===== src/rtl/ram_arbiter.sv =====
// Two-requester arbiter and sequencer for a single-port, asynchronous-read RAM.
// Requester 0 is the CPU data port and requester 1 is the loader/debug port.
// One request is accepted at a time. The RAM is driven for exactly one access
// cycle, and then a one-cycle response pulse goes back to the requester that won.
//
//  state   | meaning
//  --------+-----------------------------------------------------------------
//  IDLE    | arbitrating; req_ready goes combinationally to the winner
//  ACCESS  | RAM driven from latched request; read data captured at exit edge
//  RESPOND | rsp_valid pulsed to the latched owner; then back to IDLE
module ram_arbiter #(
    parameter int addr_bits = 16,
    parameter int data_bits = 8
) (
    input  logic                   clk,
    input  logic                   reset,
    input  logic [1:0]             req_valid,
    output logic [1:0]             req_ready,
    input  logic [1:0]             req_write,
    input  logic [2*addr_bits-1:0] req_addr,
    input  logic [2*data_bits-1:0] req_wdata,
    output logic [1:0]             rsp_valid,
    output logic [data_bits-1:0]   rsp_rdata,
    output logic                   ram_write_enable,
    output logic [addr_bits-1:0]   ram_address,
    output logic [data_bits-1:0]   ram_data_in,
    input  logic [data_bits-1:0]   ram_data_out
);

    typedef enum logic [1:0] {
        IDLE    = 2'd0,
        ACCESS  = 2'd1,
        RESPOND = 2'd2
    } state_t;

    state_t                 state;
    logic                   last_grant;
    logic                   owner;
    logic                   op_write;
    logic [addr_bits-1:0]   lat_addr;
    logic [data_bits-1:0]   lat_wdata;

    logic                   grant_any;
    logic                   grant_id;
    logic                   sel_write;
    logic [addr_bits-1:0]   sel_addr;
    logic [data_bits-1:0]   sel_wdata;

    // Round-robin winner: a lone requester wins, on contention the one not served last.
    always_comb begin
        grant_any = 1'b0;
        grant_id  = 1'b0;
        case (req_valid)
            2'b01: begin
                grant_any = 1'b1;
                grant_id  = 1'b0;
            end
            2'b10: begin
                grant_any = 1'b1;
                grant_id  = 1'b1;
            end
            2'b11: begin
                grant_any = 1'b1;
                grant_id  = ~last_grant;
            end
            default: begin
                grant_any = 1'b0;
                grant_id  = 1'b0;
            end
        endcase
    end

    // Select the winning requester's payload so it can be latched at the transfer edge.
    always_comb begin
        sel_write = grant_id ? req_write[1] : req_write[0];
        sel_addr  = grant_id ? req_addr[addr_bits +: addr_bits] : req_addr[0 +: addr_bits];
        sel_wdata = grant_id ? req_wdata[data_bits +: data_bits] : req_wdata[0 +: data_bits];
    end

    // Accept is offered only while idle, and only to the current winner.
    always_comb begin
        req_ready = 2'b00;
        if (state == IDLE && grant_any) begin
            req_ready[grant_id] = 1'b1;
        end
    end

    // The latched request drives the RAM directly, so address and data hold between accesses.
    assign ram_address = lat_addr;
    assign ram_data_in = lat_wdata;

    // Sequencer: latch on transfer, one RAM access cycle, one response cycle.
    always_ff @(posedge clk or posedge reset) begin
        if (reset) begin
            state            <= IDLE;
            last_grant       <= 1'b1;
            owner            <= 1'b0;
            op_write         <= 1'b0;
            lat_addr         <= '0;
            lat_wdata        <= '0;
            ram_write_enable <= 1'b0;
            rsp_valid        <= 2'b00;
            rsp_rdata        <= '0;
        end else begin
            case (state)
                IDLE: begin
                    rsp_valid        <= 2'b00;
                    ram_write_enable <= 1'b0;
                    if (grant_any) begin
                        owner            <= grant_id;
                        op_write         <= sel_write;
                        lat_addr         <= sel_addr;
                        lat_wdata        <= sel_wdata;
                        last_grant       <= grant_id;
                        // Registered strobe: high for the whole ACCESS cycle, never glitches.
                        ram_write_enable <= sel_write;
                        state            <= ACCESS;
                    end
                end
                ACCESS: begin
                    ram_write_enable <= 1'b0;
                    if (!op_write) begin
                        rsp_rdata <= ram_data_out;
                    end
                    rsp_valid <= owner ? 2'b10 : 2'b01;
                    state     <= RESPOND;
                end
                RESPOND: begin
                    rsp_valid <= 2'b00;
                    state     <= IDLE;
                end
                default: begin
                    rsp_valid        <= 2'b00;
                    ram_write_enable <= 1'b0;
                    state            <= IDLE;
                end
            endcase
        end
    end

endmodule


===== config.mk =====
export PLATFORM = sky130hd
export DESIGN_NAME = ram_arbiter
export DESIGN_NICKNAME = d
export VERILOG_FILES = /design/src/rtl/ram_arbiter.sv
export SDC_FILE = /design/constraint.sdc
export NUM_CORES = 1
export LEC_CHECK = 0
export ABC_AREA = 1
export CORE_MARGIN = 10
export CORE_UTILIZATION = 40
export DETAILED_ROUTE_END_ITERATION = 6
export HOLD_SLACK_MARGIN = 0.03
export PLACE_DENSITY = 0.81
export REMOVE_ABC_BUFFERS = 1
export SYNTH_ARGS = -nofsm -noshare
export SYNTH_HDL_FRONTEND = slang
export SYNTH_SLANG_ARGS = --single-unit
export TNS_END_PERCENT = 50

===== constraint.sdc =====
create_clock -name clk -period 1.3 [get_ports clk]
set_input_delay 0.13 -clock clk [delete_from_list [all_inputs] [get_ports clk]]
set_output_delay 0.13 -clock clk [all_outputs]
set_load 0.01 [all_outputs]

==> impl_metrics.env <==
export IMPL_run_status="complete, but fails checks"
export IMPL_violations="setup timing"
export IMPL_synth_edf_count=0
export IMPL_die_area_sq_um=7990
export IMPL_synth_largest_area_cell="dfrtp_1"
export IMPL_clk_latency_ns=0.29
export IMPL_synth_xor_area_share_pct=0
export IMPL_period_share_pct=105
export IMPL_coreArea_sq_um=4690
export IMPL_synthTopCellsByArea="dfrtp_1 (51%), nand2_1 (28%), nand3_1 (8.8%)"
export IMPL_worst_slack_ns=-0.0642
export IMPL_required_ns=1.17
export IMPL_clkTransAtPathRegs_ns=0.07
export IMPL_yosysMostFrequentCell="nand2_1"
export IMPL_synth_top_area_share_pct=50.6
export IMPL_power_share_clock_pct=13.5
export IMPL_syn_area_sq_um=1930
export IMPL_grtUsageTotal_pct=14.6
export IMPL_ys_seq_area_share_pct=52.0
export IMPL_synth_compound_area_share_pct=0.714
export IMPL_ant_nets=0
export IMPL_pre_cts_slack_ns=-0.522
export IMPL_synthArstFlopShare_pct=100
export IMPL_hp_class="primary input to async pin"
export IMPL_tightest_slew_ns=0.280
export IMPL_netSwitchingFraction_pct=39.9
export IMPL_final_core_util_pct=64.5
export IMPL_vdd_ir_drop_worst_mv=0.772
export IMPL_syn_inst=250
export IMPL_fmax_mhz=733
export IMPL_path_class="flip-flop to output port"
export IMPL_via_count=1907
export IMPL_die_h_um=89.4
export IMPL_fin_nets=415
export IMPL_synth_simple_area_share_pct=40.6
export IMPL_ys_types=18
export IMPL_drive_gt1_share_pct=7.93
export IMPL_routedWlPerCell_um=14.1
export IMPL_period_needed_ns=1.36
export IMPL_fin_worst_skew_ns=0.00753
export IMPL_vias_per_cell=4.67
export IMPL_antenna_found_initial=1
export IMPL_drc=0
export IMPL_drv_slew=0
export IMPL_leakagePower_nw=1.64
export IMPL_area_delta_synth_final_pct=57.1
export IMPL_synthAdderAreaFrac_pct=0
export IMPL_clockRootBuffer="clkbuf_8"
export IMPL_hold_buffers=0
export IMPL_multi_input_area_sq_um=808
export IMPL_synth_top_family_by_area="simple AND/OR/NAND/NOR gates"
export IMPL_muxShareOfSynthArea_pct=0
export IMPL_clock_tree_buffer_depth=2
export IMPL_port_buffers=98
export IMPL_gp_congestion=0.710
export IMPL_synth_ff_type="dfrtp_1"
export IMPL_crit_start="state[1]$_DFFE_PP0P_"
export IMPL_die_w_um=89.4
export IMPL_numCtsBuffers=5
export IMPL_hpwl_um=4370
export IMPL_ys_warn_count=0
export IMPL_crit_path_end_kind="output port"
export IMPL_seqPwrFrac_pct=37.2
export IMPL_nFillCells=407
export IMPL_num_rows=25
export IMPL_worstPathMaxFanout=2
export IMPL_firstDrtPassIters=4
export IMPL_p_comb_share_pct=49.4
export IMPL_synth_seq_cells=40
export IMPL_initial_core_util_pct=41.1
export IMPL_yosys_top_cells_count="nand2_1 (144), dfrtp_1 (39), nand3_1 (34), inv_1 (7), buf_2 (5)"
export IMPL_grt_max_degree=41
export IMPL_hold_viol=0
export IMPL_power_w=0.00576
export IMPL_drt_initial_drc_count=69
export IMPL_grt_overflow=0
export IMPL_startpoint_type="flip-flop"
export IMPL_h_tree_depth=2
export IMPL_cts_tree="done"
export IMPL_max_cap_viol_count=0
export IMPL_r2r_start="state[1]$_DFFE_PP0P_"
export IMPL_arrival_ns=1.23
export IMPL_synth_area_per_cell_sq_um=7.71
export IMPL_slew_headroom_pct=81.3
export IMPL_regArea_sq_um=1000
export IMPL_routed_wl_um=5760
export IMPL_p_switching_w=0.00230
export IMPL_grt_pass1_wl_um=9170
export IMPL_power_density_nw_per_um2=1900
export IMPL_pin_count=99
export IMPL_cts_sinks=40
export IMPL_rsz0062_at_grt="true"
export IMPL_grt_pass1_vias=1935
export IMPL_internal_power_w=0.00346
export IMPL_setup_viol=2
-- per-stage QoR --
stage	instances	instance area [sq um]	hold WS [ns]	setup TNS [ns]
finish	408	3030	0.160	-0.108
CTS	407	3010	0.171	-0.113
floorplan	238	1830	0.278	-0.122
detailed placement	400	2970	0.413	-6.25
global route	408	3030	0.222	-0.360
global placement	400	2970	0.406	-5.03
-- final timing paths --
check / slack, ns / cells past startpoint / endpoint
min in group clk: 0.39 / 3 / rsp_rdata[7]$_DFFE_PP0P_
min reg2reg: 0.42 / 1 / rsp_valid[0]$_DFF_PP0_
max in group asynchronous: 0.88 / 3 / last_grant$_DFFE_PP1N_
min: 0.16 / 3 / ram_address[0]$_DFFE_PP0N_
max: -0.06 / 6 / req_ready[0]
max reg2reg: 0.07 / 6 / ram_write_enable$_DFFE_PP0P_
-- cell type report --
type	count	share of cell area, %
antenna	1	0.0826
clock buffer	6	2.40
tap	54	2.23
inverter	9	1.20
multi-input combinational	189	26.7
timing repair buffer	108	34.1
clock inverter	1	0.165
sequential	40	33.1
-- sequential cells by signal, summed over array words and instances, names as in the netlist --
register          cells
owner                 1
state                 2
ram_write_enable      1
rsp_valid             2
ram_address          16
ram_data_in           8
last_grant            1
op_write              1
rsp_rdata             8
-- power groups by stage --
| stage | combinational [W] | sequential, W | clock, W |
|---|---|---|---|
| after CTS | 0.00286 | 0.00214 | 0.000800 |
| after floorplan | 0.00115 | 0.00239 | 0 |
| after detailed placement | 0.00321 | 0.00216 | 0 |
| after global routing | 0.00319 | 0.00221 | 0.000834 |
| after global placement | 0.00314 | 0.00215 | 0 |
| final | 0.00284 | 0.00214 | 0.000775 |
-- critical path, cell delays in order, from the launching register on --
cell and delay, ns:
dfrtp_1 0.40, inv_2 0.08, nand2_4 0.07, nor2_8 0.12, inv_4 0.03, a21oi_2 0.10, buf_4 0.14
-- placed cells by master, fill, tap and decap left out --
cell type / n
clkbuf_8: 5
buf_2: 1
o21ai_0: 1
a21oi_2: 1
buf_4: 8
clkdlybuf4s50_1: 61
nand3b_1: 1
clkinv_2: 1
inv_4: 1
diode_2: 1
nor2_1: 4
clkinv_1: 2
inv_2: 2
buf_12: 2
inv_1: 4
nand2_4: 3
dlygate4sd2_1: 35
nor2_8: 1
dfrtp_1: 39
clkbuf_1: 1
buf_6: 1
dfstp_2: 1
nand3_1: 34
nor2_4: 1
nand2_1: 143
-- kinds of logic after synthesis --
family	Yosys count
flops	40
buf+inv	21
simple gates	187
compound gates	2
-- repair_timing --
item,4_1_cts,5_1_grt
setup endpoints to repair,61,16
setup buffers,0,0
gates resized for setup,47,6
pin swaps,1,2
endpoints found under the hold margin,0,0
-- per-layer routing --
layer,up-vias,part of all wire (%),GRT usage [%]
met5,-,0,0
met4,0,0.73,4.19
met3,4,9.1,7.20
met2,65,47,24.7
met1,856,43,15.7
li1,982,-,-
No activity file was read; power rests on OpenSTA's default activity.
